[config.mk]
export PLATFORM = sky130hd
export DESIGN_NAME = display_arbiter
export DESIGN_NICKNAME = d
export VERILOG_FILES = /design/src/rtl/display_arbiter.sv
export SDC_FILE = /design/constraint.sdc
export NUM_CORES = 1
export LEC_CHECK = 0
export ABC_CLOCK_PERIOD_IN_PS = 3100
export CAP_MARGIN = 20
export CORE_MARGIN = 3
export CORE_UTILIZATION = 49
export DETAILED_ROUTE_END_ITERATION = 10
export GPL_TIMING_DRIVEN = 0
export PLACE_DENSITY = 0.93
export SLEW_MARGIN = 10
export SYNTH_ARGS = -nofsm -noshare
export SYNTH_HDL_FRONTEND = slang
export SYNTH_SLANG_ARGS = --single-unit
[constraint.sdc]
create_clock -name clk -period 3.1 [get_ports clk]
set_clock_uncertainty 0.15 [all_clocks]
set_input_delay 0.62 -clock clk [delete_from_list [all_inputs] [get_ports clk]]
set_output_delay 0.62 -clock clk [all_outputs]
set_load 0.01 [all_outputs]
[src/rtl/display_arbiter.sv]
// Fixed-priority owner of the 4-digit display: minimum dwell per message, blank gap between messages.
// Optional macro DISP_PREEMPT_EN: a lower-index request replaces the current message at once, with no done and no gap.
module display_arbiter #(
  parameter int DWELL_CYCLES = 50_000_000,
  parameter int GAP_CYCLES   = 5_000_000,
  parameter int CNT_W        = 32
) (
  input  logic        clk,
  input  logic        rst_n,
  input  logic [3:0]  req,
  input  logic [3:0]  hold,
  input  logic [63:0] msg_flat,
  output logic [3:0]  grant,
  output logic [3:0]  done,
  output logic        busy,
  output logic [15:0] graphics
);

  localparam logic [CNT_W-1:0] DWELL_LAST = CNT_W'(DWELL_CYCLES - 1);
  localparam logic [CNT_W-1:0] GAP_LAST   = CNT_W'((GAP_CYCLES > 0) ? GAP_CYCLES - 1 : 0);
  localparam logic [15:0]      BLANK      = 16'hFFFF;

  typedef enum logic [1:0] {IDLE, SHOW, GAP} state_t;

  state_t           state;
  logic [CNT_W-1:0] cnt;
  logic             hold_l;
  logic [1:0]       cur;
  logic             take;
  logic [1:0]       take_sel;
  logic             show_exit;

  function automatic logic [1:0] lowest(input logic [3:0] v);
    lowest = 2'd3;
    for (int k = 3; k >= 0; k--) begin
      if (v[k]) lowest = 2'(k);
    end
  endfunction

  // take: load a new message snapshot this edge (from IDLE, or a preempting request)
  always_comb begin
    take     = 1'b0;
    take_sel = lowest(req);
    if (state == IDLE) take = |req;
`ifdef DISP_PREEMPT_EN
    if (state == SHOW) begin
      take     = |(req & (grant - 4'd1));
      take_sel = lowest(req & (grant - 4'd1));
    end
`endif
  end

  assign show_exit = (cnt == DWELL_LAST) && (!hold_l || !req[cur]);
  assign busy      = (state != IDLE);

  always_ff @(posedge clk or negedge rst_n) begin
    if (!rst_n) begin
      state    <= IDLE;
      grant    <= '0;
      done     <= '0;
      graphics <= BLANK;
      cnt      <= '0;
      hold_l   <= 1'b0;
      cur      <= '0;
    end else begin
      done <= '0;
      if (take) begin
        state    <= SHOW;
        grant    <= 4'b0001 << take_sel;
        graphics <= msg_flat[{take_sel, 4'b0000} +: 16];
        hold_l   <= hold[take_sel];
        cur      <= take_sel;
        cnt      <= '0;
      end else begin
        case (state)
          SHOW: begin
            if (show_exit) begin
              done     <= grant;
              grant    <= '0;
              graphics <= BLANK;
              cnt      <= '0;
              state    <= (GAP_CYCLES == 0) ? IDLE : GAP;
            end else if (cnt != DWELL_LAST) begin
              cnt <= cnt + 1'b1;
            end
          end
          GAP: begin
            if (cnt == GAP_LAST) begin
              state <= IDLE;
              cnt   <= '0;
            end else begin
              cnt <= cnt + 1'b1;
            end
          end
          default: state <= IDLE;
        endcase
      end
    end
  end

endmodule
Word level (Yosys, flattened, before mapping):

Cells that the tools add are included.

* memories kept: 0
* bits of input ports: 74
* ROM bits: 0
* bits in latches: 0
* bits in registers: 61
* output and inout port bits: 25
* memory bits (writable): 0
* word-level logic and storage cells: 59

* eq/ne operators: 8
* muxes and demuxes: 26
* add/sub/neg operators: 1
* shift operators: 2
* div/mod/pow operators: 0
* bitwise logic cells: 0
* magnitude comparators: 2
* $mul: 0
* reduce and logical (&&, ||, !) cells: 13

Operators with widths (count)
* 2-to-1 mux 32 bit: 4
* one-hot mux 32 bit (2 select lines): 1
* variable part select 64 x 7 -> 16 bit: 1
* 2-to-1 mux 16 bit: 3
* adder 32 x 1 -> 32 bit (second input constant): 1
* == test 32 x 23 -> 1 bit (second input constant): 1
* == test 32 x 26 -> 1 bit (second input constant): 1
* != test 32 x 26 -> 1 bit (second input constant): 1
* 2-to-1 mux 4 bit: 6
* 2-to-1 mux 2 bit: 5
* < comparator 2 x 3 -> 1 bit (second input constant): 2
* != test 3 bit (second input constant): 2
* AND reduction 2 bit: 3
* nonzero test 2 bit: 3
* binary-select mux 1 bit (select 2 bit): 2
* 2-to-1 mux 1 bit: 4
* != test 4 bit (second input constant): 1
* one-hot mux 2 bit (2 select lines): 1
* OR reduction 4 bit: 1
* left shift 1 x 2 -> 4 bit (first input constant): 1
* nonzero test 3 bit: 1
* == test 2 x 1 -> 1 bit (second input constant): 1
* == test 2 bit (second input constant): 1
* logical NOT 1 bit: 2
* other kinds (3): 3

Longest topological paths before layout:

Gate-level depths: netlist of the first run.

* depth after elaboration: 8
* gate-level depth with buffers: 9
* gate-level depth less buffers: 7

Worst setup path after synthesis of the first run:

OpenSTA, ideal clock, no wires.

* path kind: input port to flip-flop
* from: input req[3]
* to: register cnt[25]
* path slack: 0.728 ns
* cell stages on the path: 7
* setup time: 0.135 ns
* buffers on the path: 1
* required time: 2.815 ns
* arrival time: 2.088 ns
* path through: mux4_2 -> and2_4 -> nor4_4 -> a211oi_2 -> buf_6 -> a22oi_2 -> o41ai_1

* longest elaborated chain between the ends: 8
* elaborated cells between the ends (all ways): 13
* those cells by class: 1 x eq/ne; 6 x mux; 6 x reduce/logical

RTL lines
* start, declared: RTL line 10 `input logic [3:0] req,`
* binary-select mux 1 bit (select 2 bit): RTL line 53 `assign show_exit = (cnt == DWELL_LAST) && (!hold_l || !req[cur]);`
* 2-to-1 mux 1 bit (implied by the code): RTL line 53
* logical NOT 1 bit: RTL line 53
* logical OR 1 bit: RTL line 53
* logical AND 1 bit: RTL line 53
* 2-to-1 mux 32 bit: RTL line 77 `if (show_exit) begin`
* one-hot mux 32 bit (2 select lines): RTL line 75 `case (state)`
* 2-to-1 mux 32 bit: RTL line 67 `if (take) begin`
* end signal, assigned: RTL line 84 `cnt <= cnt + 1'b1;`
* end signal, assigned: RTL line 92 `cnt <= cnt + 1'b1;`
* end, declared: RTL line 26 `logic [CNT_W-1:0] cnt;`

Several ways; a longest one is shown, not always the timed one. The select of a mux whose other input is x is not followed.
A chain may end at the register's enable or synchronous reset.

Worst setup path after layout of the first run:

* from: input req[2]
* to: register cnt[31]

The elaborated chain is that of the path after synthesis.

==> reports/results.env, run 1 <==
RUN_STATUS='complete, no violations'
DIE_W_UM=92.3
CRIT_BUF_INV=2
FINAL_CELLS=614
SYNTH.YOSYS.SEQ_AREA_SHARE=0.424
FLOORPLAN.DIE_AREA_UM2=8510
ROWS=30
CRITPATHMAXFANOUT=10
POWER.IR.VDD_WORST_mV=0.227
POWER_REPORT.INTERNAL_TOTAL_uW=1460
STATIC_POWER_DUE_TO_LEAKAGE_uW=0.00198
SYNTH_XOR_XNOR_AREA_SHARE=0
DEPTH_OF_THE_MOST_CRITICAL_REG_TO_REG_PATH=8
WORST_SETUP_PATH_START_KIND='primary input'
CORE_UM2=7020
VIAS=3864
SYN_AREA_PER_CELL_UM2=9.03
ROUTED_VIA_DENSITY=6.29
DIE_H_UM=92.3
ROUTED_WIRE_LENGTH_PER_INSTANCE_UM=18.4
GR-USAGE-MET2=0.487
TRITONCTS='yes'
CRITICALPATHCATEGORY='in -> reg'
TRITONCTS_NUM_SINKS=61
P_SW_FRAC=0.232
REQUIRED_PS=3170
GRT_START_MAX_NET_PINS=62
GRT_FIRST_PASS_WIRELENGTH_MM=19.0
SYN2LAYOUT_AREA_GROWTH_PCT=36.1
WORST-ENDPOINT-ARRIVAL_PS=3020
SETUP_REPAIR_AFTER_GLOBAL_ROUTING_MISSED_ITS_MARGIN='false'
IOS=99
SYNTHTOPCELLSBYAREA='dfrtp_1, dfstp_2, a21oi_1'
DRCVIOLATIONCOUNT=0
WORST_HOLD_PATH_TYPE='in -> async'
YOSYS.CELL_TYPES.COUNT=66
DRT-PASS1-ITER-COUNT=5
CAP_VIOL_MAX_COUNT=0
SYNTH_TOP_FLOP_CELL='dfrtp_1'
SLEW_HEADROOM=0.421
CTS_POST_SETUP_BUFFERS_INSERTED=0
CTS.REPAIR.RESIZED=0
ANTENNA_CELLS=0
CRITPATHMAXSTAGEDELAY_PS=560
POST_SYNTH_INST_COUNT=404
HOLD_VIOL=0
NETLIST_TOP_CELLS_COUNT='dfrtp_1, a21oi_1, nor2_1, nand3_1, nand2_1'
ANT_NETS=0
SYNTH_TOP_CELL_AREA_SHARE=0.309
SETUP.WORST_PATH.END_CLASS='register'
SYNTH-COMPOUND-AREA-SHARE=0.224
CTSHOLDBUFFERS=0
SYNTH_EDF_COUNT=0
SYNTH_TOP_FAMILY_BY_AREA='simple AND/OR/NAND/NOR gates'
POWER_SHARE_OF_THE_CLOCK_GROUP=0.415
PLACE_HPWL_MM=8.21
SYNTH.AREA.MUX_SHARE=0.0175
CRIT_PATH_CELL_TRACE='clkdlybuf4s50_1, or3_1, o21ai_1, a21oi_1, nor2_4, buf_2, a21oi_1, o41ai_1'
SLEW_AT_THE_PIN_CLOSEST_TO_ITS_MAX_SLEW_LIMIT_PS=863
INITIALDRTVIOLATIONCOUNT=313
SEQ_POWER_SHARE=0.446
SYNTHESIS.YOSYS.WARNINGS=0
WORST_R2R_STARTPOINT='cnt[0]'
WORST_SETUP_HOLD_PATH_CLK_SLEW_PS=70
NUMBER_OF_ANTENNA_VIOLATIONS_AT_THE_FIRST_CHECK_IN_GLOBAL_ROUTING=0
ROOT_BUFFER='clkbuf_8'
FINISH.NET_COUNT=588
CTSLONGESTPATHBUFFERS=2
MAX_FREQ_MHz=338
WORSTSKEWPAIRLATENCY_PS=350
CATEGORY_OF_CELLS_ACCOUNTING_FOR_THE_LARGEST_SHARE_OF_CRITICAL_PATH_DELAY='compound AO/OA/AOI/OAI gates'
BUSIEST_LAYER='met2'
TIMING.RR.END='cnt[25]'
TIMING.CRITICAL_PATH.MODE_CELL='a21oi_1'
HTREEDEPTH=3
POWER.SWITCHING_uW=441
LAYOUT.FILLER_CELLS=509
SYNTH_TOP_AREA_CELL='dfrtp_1'
DRIVE_GT1_FRAC=0.131
INITIAL_UTILIZATION=0.520
TIMING.FINAL.CRIT_PERIOD_PS=2960
ASYNC_RESET_FF_FRAC=1.00
USE_MET1=0.321
SYNTH_FA_HA_AREA_FRAC=0.00343
RRSETUPSLACK_PS=370
SYNTHESIS.AREA_UM2=3650
YOSYS.AREA_SHARE.SIMPLE=0.280
FIN_TNS_SETUP_PS=0
REPORT.FINAL.SETUP_VIOL=0
TIMING.FINAL.MAX_SLEW_VIOLATIONS=0
GRT.MET3_USAGE=0.0820
COMBPWRFRAC=0.139
POWER_DENS_CELLS_nW_PER_UM2=384
GLOBALROUTE.TOTALOVERFLOW=0
FIRST_GLOBAL_VIAS=3917
TOTAL_DETAILED_ROUTING_WIRELENGTH_MM=11.3
CRITPATHSLOWESTCELL='clkdlybuf4s50_1'
MAPPEDNETLISTNETS=479
MIN_PERIOD_OVER_PERIOD=0.954
PORTBUFFERS=98
SYNTH-SEQ-CELLS=61
GRT.TOTAL_USAGE=0.281
CTS_BUFFERS=9
GLOBALPLACE.CONGESTION=0.917
SYNTH_MOST_COMMON_CELL='dfrtp_1'
DP.CELLS=598
## how the worst max path moves through the flow
stage / endpoint / start / depth (start not counted)
2_1_floorplan: cnt[25] / req[3] / 7
3_3_place_gp: cnt[2] / rst_n / 1
3_5_place_dp: cnt[25] / req[2] / 8
4_1_cts: cnt[25] / req[2] / 8
5_1_grt: cnt[31] / req[1] / 8
6_report: cnt[31] / req[2] / 8
## through the flow
stage	utilization	area (µm²)	setup WS [ps]	power, µW	hold WS (ps)
global placement	0.676	4750	-618	1120	329
finish	0.707	4960	144	1910	195
floorplan	-	3650	728	947	174
detailed placement	0.676	4750	-127	1130	343
CTS	0.707	4960	218	1910	222
global route	0.707	4960	61.3	1970	246
## placed cells by master, fill, tap and decap left out, types with 4 or more instances in the layout
cell and n:
o21ai_0 14, and2_1 7, a221oi_1 16, nand3_1 32, dfrtp_1 45, o31ai_1 6
a22oi_1 17, and3_2 4, dfstp_2 16, inv_1 7, nor2_1 33, clkbuf_8 11
nand2_1 31, nor3_1 19, buf_4 4, a21oi_1 38, and3_1 6, o41ai_1 4
clkdlybuf4s50_1 97, nand4_1 11, or3_1 9, clkbuf_1 17
## kinds of logic after synthesis
kind of cell | Yosys count
and+or+nand+nor | 183
AOI/OAI and AO/OA | 119
DFF | 61
buffers and inverters | 35
muxes | 5
adders and majority gates | 1
## power groups by stage
stage	clock network, µW	logic (µW)	registers, µW
after floorplan	0	72.9	874
final	790	265	850
after global placement	0	260	862
after CTS	792	265	850
after global routing	834	287	853
after detailed placement	0	263	863
## metal layers
metal | vias to the layer above | part of all wire
li1 | 1751 | -
met2 | 233 | 0.51
met3 | 24 | 0.11
met4 | 0 | 0.026
met5 | - | 0
met1 | 1856 | 0.36
## cell type report
type	count	area [µm²]	area share
Clock inverter	5	75.1	0.0151
Buffer	28	160	0.0323
Inverter	7	26.3	0.00530
Tap cell	96	120	0.0242
Multi-Input combinational cell	308	1910	0.386
Clock buffer	11	141	0.0285
Timing Repair Buffer	98	978	0.197
Sequential cell	61	1550	0.312
## flip-flops by register name, summed over array words and instances (netlist names)
name	count
grant	4
cur	2
hold_l	1
state	2
cnt	32
done	4
graphics	16
(Power assumes the default switching activity.)
==> run 2, diff against run 1 <==
--- a/config.mk
+++ b/config.mk
@@ -7,6 +7,7 @@
 export LEC_CHECK = 0
 export ABC_CLOCK_PERIOD_IN_PS = 3100
 export CAP_MARGIN = 20
+export CORE_ASPECT_RATIO = 0.8
 export CORE_MARGIN = 3
 export CORE_UTILIZATION = 49
 export DETAILED_ROUTE_END_ITERATION = 10
==> run 2 against run 1 <==
  * Sequential power about the same
  * Register-to-register slack better by 90 ps
  * Sequential cell count unchanged
  * Largest cell class unchanged
  * Highest routed layer unchanged
==> reports/results.env, run 2 (synthesis results as in run 1) <==
RUN_STATUS='complete, no violations'
LAYOUT.FILLER_CELLS=517  # +1.6%
WORST_SETUP_PATH_START_KIND='primary input'
FINAL_CELL_MIX='clkdlybuf4s50_1, dfrtp_1, a21oi_1'
MAX_FREQ_MHz=356  # +5.2%
DRIVE_GT1_FRAC=0.129  # -0.00193
IOS=99  # unchanged
DIE_W_UM=102  # +11%
TIMING.RR.END='cnt[8]'
WORST_R2R_STARTPOINT='cnt[0]'
POWER.IR.VDD_WORST_mV=0.204  # -10%
ROOT_BUFFER='clkbuf_8'
INITIALDRTVIOLATIONCOUNT=313  # unchanged
HTREEDEPTH=3  # unchanged
GRT_FIRST_PASS_WIRELENGTH_MM=19.1  # +0.11%
TRITONCTS_NUM_SINKS=61  # unchanged
HOLD_VIOL=0  # unchanged
TIMING.HOLD.WS_PS=189  # -6.07 ps
DIE_H_UM=83.2  # -9.9%
TIMING.FINAL.CRIT_PERIOD_PS=2810  # -145 ps
CTS_BUFFERS=9  # unchanged
FINISH.NET_COUNT=588  # unchanged
FINAL_CELLS=605  # -1.5%
FIN_TNS_SETUP_PS=0  # unchanged
WORST_SETUP_HOLD_PATH_CLK_SLEW_PS=80  # about the same
LARGEST_REGISTER='cnt'
REQUIRED_PS=3170  # about the same
DEPTH_OF_THE_MOST_CRITICAL_REG_TO_REG_PATH=8  # unchanged
POWER_DENS_CELLS_nW_PER_UM2=362  # -5.8%
REPORT.FINAL.SETUP_VIOL=0  # unchanged
MOSTFREQUENTLAYOUTCELL='clkdlybuf4s50_1'
GRT_START_MAX_NET_PINS=62  # unchanged
WORST_HOLD_PATH_TYPE='in -> async'
CTS_POST_SETUP_BUFFERS_INSERTED=0  # unchanged
ANT_NETS=0  # unchanged
VIAS=3868  # +0.10%
WORSTSKEWPAIRLATENCY_PS=350  # about the same
DETAILEDPLACE.WORSTSLACK_PS=-212  # -84.6 ps
MIN_PERIOD_OVER_PERIOD=0.907  # -0.0469
RRSETUPSLACK_PS=460  # +90 ps
TIMING.FINAL.MAX_SLEW_VIOLATIONS=0  # unchanged
FIN_UTIL=0.697  # -0.0102
FLOORPLAN.DIE_AREA_UM2=8520  # about the same
SETUP.WORST_PATH.END_CLASS='register'
FIRST_GLOBAL_VIAS=3794  # -3.1%
GLOBALPLACE.CONGESTION=0.920  # +0.36%
SLEW_HEADROOM=0.325  # -0.0957
CRITICALPATHCATEGORY='in -> reg'
DRT-PASS1-ITER-COUNT=5  # unchanged
ROUTED_VIA_DENSITY=6.39  # +1.6%
INITIAL_UTILIZATION=0.517  # -0.00304
ROUTED_WIRE_LENGTH_PER_INSTANCE_UM=19.5  # +5.9%
STATIC_POWER_DUE_TO_LEAKAGE_uW=0.00196  # -0.95%
FLIP_FLOP_COUNT_OF_THE_LARGEST_REGISTER_ALL_COPIES_AND_WORDS_ADDED=32  # unchanged
LARGEST_REGISTERS='cnt: 32 flops, graphics: 16 flops'
NUMBER_OF_ANTENNA_VIOLATIONS_AT_THE_FIRST_CHECK_IN_GLOBAL_ROUTING=0  # unchanged
ANTENNA_CELLS=0  # unchanged
CORE_UM2=7060  # +0.59%
AREA.SEQUENTIAL_UM2=1550  # unchanged
FIN_WS_PS=289  # +145 ps
GLOBALROUTE.TOTALOVERFLOW=0  # unchanged
SETUP_REPAIR_AFTER_GLOBAL_ROUTING_MISSED_ITS_MARGIN='false'
DP.CELLS=589  # -1.5%
GRT.TOTAL_USAGE=0.284  # +0.00225
PLACE_HPWL_MM=8.73  # +6.4%
ROWS=27  # -10%
MULTI_INPUT_AREA_UM2=1920  # +0.20%
DRCVIOLATIONCOUNT=0  # unchanged
CTSLONGESTPATHBUFFERS=2  # unchanged
SLEW_AT_THE_PIN_CLOSEST_TO_ITS_MAX_SLEW_LIMIT_PS=1000  # +142 ps
TOTAL_DETAILED_ROUTING_WIRELENGTH_MM=11.8  # +4.4%
PORTBUFFERS=98  # unchanged
WORST-ENDPOINT-ARRIVAL_PS=2880  # -140 ps
CAP_VIOL_MAX_COUNT=0  # unchanged
SYN2LAYOUT_AREA_GROWTH_PCT=34.9
TRITONCTS='yes'
CRITPATHMAXFANOUT=10  # unchanged
## run 2: report_power, final
group / leakage (µW) / internal [µW] / total [µW] / switching [µW]
Combinational: 0.00121 / 158 / 269 / 111
Clock: 0.0000937 / 356 / 661 / 306
Sequential: 0.000655 / 836 / 851 / 14.4
## run 2: worst max-delay path, cell delays in order
cell and delay, ps:
clkdlybuf4s50_1 520, mux4_2 540, and2_4 190, nor4_4 330, a211oi_2 240, buf_6 220, a22oi_2 120, o41ai_1 90
## run 2: routing by layer
metal | track usage | up-vias | wire, µm
met5 | 0 | - | 0
met4 | 0.130 | 0 | 381
met3 | 0.0672 | 37 | 1050
met2 | 0.434 | 206 | 5570
met1 | 0.376 | 1868 | 4820
li1 | - | 1757 | -
## run 2: layout make-up
| type | instances | area share |
|---|---|---|
| inverter | 7 | 0.00534 |
| sequential | 61 | 0.314 |
| tap | 87 | 0.0221 |
| clock inverter | 1 | 0.00102 |
| buffer | 28 | 0.0326 |
| timing repair buffer | 98 | 0.199 |
| clock buffer | 15 | 0.0359 |
| multi-input combinational | 308 | 0.390 |
## run 2: per-stage QoR
| step | cell area, µm² | total power, µW |
|---|---|---|
| after CTS | 4920 | 1780 |
| after global placement | 4740 | 1120 |
| after floorplan | 3650 | 947 |
| after detailed placement | 4730 | 1130 |
| final | 4920 | 1780 |
| after global routing | 4920 | 1840 |
## run 2: worst max-delay path by stage
stage	startpoint	endpoint	slack, ps	depth (start not counted)
CTS	req[0]	cnt[30]	130	8
global placement	rst_n	cnt[3]	-630	1
detailed placement	req[0]	cnt[30]	-210	8
finish	req[2]	cnt[25]	290	8
floorplan	req[3]	cnt[25]	730	7
global route	req[1]	cnt[8]	150	8
## run 2: timing repair
item                                   4_1_cts  5_1_grt
endpoints found under the hold margin        0        0
hold buffers                                 0        0
gates resized for setup                      0        1
setup endpoints to repair                    0        1
==> run 3, diff against run 2 <==
--- a/config.mk
+++ b/config.mk
@@ -12,7 +12,7 @@
 export CORE_UTILIZATION = 49
 export DETAILED_ROUTE_END_ITERATION = 10
 export GPL_TIMING_DRIVEN = 0
-export PLACE_DENSITY = 0.93
+export PLACE_DENSITY = 0.85
 export SLEW_MARGIN = 10
 export SYNTH_ARGS = -nofsm -noshare
 export SYNTH_HDL_FRONTEND = slang
==> run 3 against run 2 <==
  * Sequential cell count is the same
  * Worst setup slack lost 100 ps
  * Routed wire length shrank 5.0%
  * Via count shrank 2.8%
  * Worst hold slack lost 7.3 ps
  * Clock power shrank 4.8%
  * First-iteration DRC count grew 22%
  * Die area is the same
  * Sequential share of layout area grew 0.096 points
  * Sequential power is essentially flat
  * Utilization shrank 0.21 points
  * Combinational power shrank 3%
  * Critical path type unchanged
==> reports/results.env, run 3 (synthesis results as in run 1) <==
CTS_BUFFERS=9  # unchanged
INITIAL_UTILIZATION=0.517  # unchanged
GRT.TOTAL_USAGE=0.274  # -0.00999
GR-USAGE-MET2=0.414  # -0.0193
STATIC_POWER_DUE_TO_LEAKAGE_uW=0.00195  # -0.60%
FIN_TNS_SETUP_PS=0  # unchanged
CRIT_PATH_CELL_TRACE='clkdlybuf4s50_1, or3_1, o21ai_1, a21oi_1, nor2_4, buf_2, a21oi_1, o41ai_1'
WORST_R2R_STARTPOINT='cnt[0]'
CRITPATHMAXFANOUT=10  # unchanged
GLOBALROUTE.TOTALOVERFLOW=0  # unchanged
DIE_W_UM=102  # unchanged
HOLD_VIOL=0  # unchanged
WORST_HOLD_PATH_TYPE='in -> async'
SETUP.WORST_PATH.END_CLASS='register'
IOS=99  # unchanged
WORST-ENDPOINT-ARRIVAL_PS=2990  # +110 ps
DRCVIOLATIONCOUNT=0  # unchanged
POWER_uW=1740  # -2.2%
MAX_FREQ_MHz=343  # -3.5%
CRITICALPATHCATEGORY='in -> reg'
REPORT.FINAL.SETUP_VIOL=0  # unchanged
TRITONCTS='yes'
DP.CELLS=589  # unchanged
RRSETUPSLACK_PS=500  # +40 ps
LARGEST_REGISTERS='cnt: 32 flops, graphics: 16 flops'
ROOT_BUFFER='clkbuf_8'
USE_MET1=0.382  # +0.00561
ANTENNA_CELLS=0  # unchanged
DIE_H_UM=83.2  # unchanged
VIAS=3759  # -2.8%
SETUP_REPAIR_AFTER_GLOBAL_ROUTING_MISSED_ITS_MARGIN='false'
FINAL_CELL_MIX='clkdlybuf4s50_1, dfrtp_1, a21oi_1'
BUSIEST_LAYER='met2'
MIN_PERIOD_OVER_PERIOD=0.939  # +0.0327
TIMING.CRITICAL_PATH.MODE_CELL='a21oi_1'
WORST_SETUP_HOLD_PATH_CLK_SLEW_PS=70  # about the same
FINISH.NET_COUNT=588  # unchanged
MOSTFREQUENTLAYOUTCELL='clkdlybuf4s50_1'
SLEW_HEADROOM=0.452  # +0.127
TIMING.FINAL.CRIT_PERIOD_PS=2910  # +101 ps
RUN_STATUS='complete, no violations'
CAP_VIOL_MAX_COUNT=0  # unchanged
POWER.IR.VDD_WORST_mV=0.157  # -23%
TIMING.RR.END='cnt[8]'
DRT-PASS1-ITER-COUNT=5  # unchanged
GRT.MET3_USAGE=0.0739  # +0.00672
ROUTED_WIRE_LENGTH_PER_INSTANCE_UM=18.6  # -5.0%
FLOORPLAN.DIE_AREA_UM2=8520  # unchanged
LARGEST_REGISTER='cnt'
NUMBER_OF_ANTENNA_VIOLATIONS_AT_THE_FIRST_CHECK_IN_GLOBAL_ROUTING=0  # unchanged
GRT_START_MAX_NET_PINS=62  # unchanged
CTSHOLDBUFFERS=0  # unchanged
TRITONCTS_NUM_SINKS=61  # unchanged
CRITPATHLAUNCH='req[1]'
CRITPATHMAXSTAGEDELAY_PS=500  # -40 ps
CTS_POST_SETUP_BUFFERS_INSERTED=0  # unchanged
PORTBUFFERS=98  # unchanged
ANT_NETS=0  # unchanged
PLACE_HPWL_MM=8.39  # -3.9%
TOTAL_DETAILED_ROUTING_WIRELENGTH_MM=11.2  # -5.0%
FIN_UTIL=0.695  # -0.00213
REQUIRED_PS=3180  # about the same
WORSTSKEWPAIRLATENCY_PS=350  # about the same
TIMING.FINAL.MAX_SLEW_VIOLATIONS=0  # unchanged
FINALINSTANCEAREA_UM2=4900  # -0.31%
SYN2LAYOUT_AREA_GROWTH_PCT=34.5
ROWS=27  # unchanged
CTSLONGESTPATHBUFFERS=2  # unchanged
FINAL_CELLS=605  # unchanged
GLOBALPLACE.CONGESTION=0.912  # -0.90%
CRITPATHSLOWESTCELL='clkdlybuf4s50_1'
FIRST_GLOBAL_VIAS=3733  # -1.6%
FLIP_FLOP_COUNT_OF_THE_LARGEST_REGISTER_ALL_COPIES_AND_WORDS_ADDED=32  # unchanged
WORST_SETUP_PATH_START_KIND='primary input'
SLEW_AT_THE_PIN_CLOSEST_TO_ITS_MAX_SLEW_LIMIT_PS=816  # -189 ps
CTS.REPAIR.RESIZED=0  # unchanged
DEPTH_OF_THE_MOST_CRITICAL_REG_TO_REG_PATH=8  # unchanged
GRT_FIRST_PASS_WIRELENGTH_MM=18.3  # -3.9%
CORE_UM2=7060  # unchanged
DRIVE_GT1_FRAC=0.129  # unchanged
POWER_DENS_CELLS_nW_PER_UM2=355  # -1.9%
HTREEDEPTH=3  # unchanged
PLACE_AREA_UM2=4730  # unchanged
ROUTED_VIA_DENSITY=6.21  # -2.8%
INITIALDRTVIOLATIONCOUNT=381  # +22%
run 3: through the flow:
step | hold WS (ps) | setup WS (ps)
2_1_floorplan | 174 | 728
3_3_place_gp | 329 | -651
3_5_place_dp | 346 | -90.6
4_1_cts | 216 | 242
5_1_grt | 233 | 93.8
6_report | 182 | 188
run 3: worst max-delay path by stage:
stage                         end  slack, ps  depth (start not counted)
after floorplan           cnt[25]        730                          7
after global placement     cnt[2]       -650                          1
after detailed placement  cnt[27]        -90                          8
after CTS                 cnt[27]        240                          8
after global routing      cnt[27]         90                          8
final                     cnt[27]        190                          8
run 3: critical path, delay by kind of cell:
family	cells	cell delay, ps
compound gates	4	930
simple gates	2	640
buf+inv	2	790
run 3: routing by layer:
layer | wire (µm) | share of wire
met2 | 5290 | 0.47
met4 | 193 | 0.017
met1 | 4850 | 0.43
met3 | 893 | 0.079
met5 | 0 | 0
run 3: report_power, final:
group | switching, µW | total [µW] | internal, µW | leakage [µW]
combinational | 103 | 261 | 158 | 0.00121
clock | 319 | 629 | 309 | 0.0000824
sequential | 15.6 | 852 | 836 | 0.000655
total | 439 | 1740 | 1300 | 0.00195
run 3: cell type report:
cell class | instances | area (µm²)
plain buffers | 28 | 160
clock buffers | 12 | 145
clock inverters | 4 | 25.0
fillers | 542 | 2160
inverters | 7 | 26.3
multi-input cells | 308 | 1910
flip-flops and latches | 61 | 1550
well taps | 87 | 109
repair buffers | 98 | 978
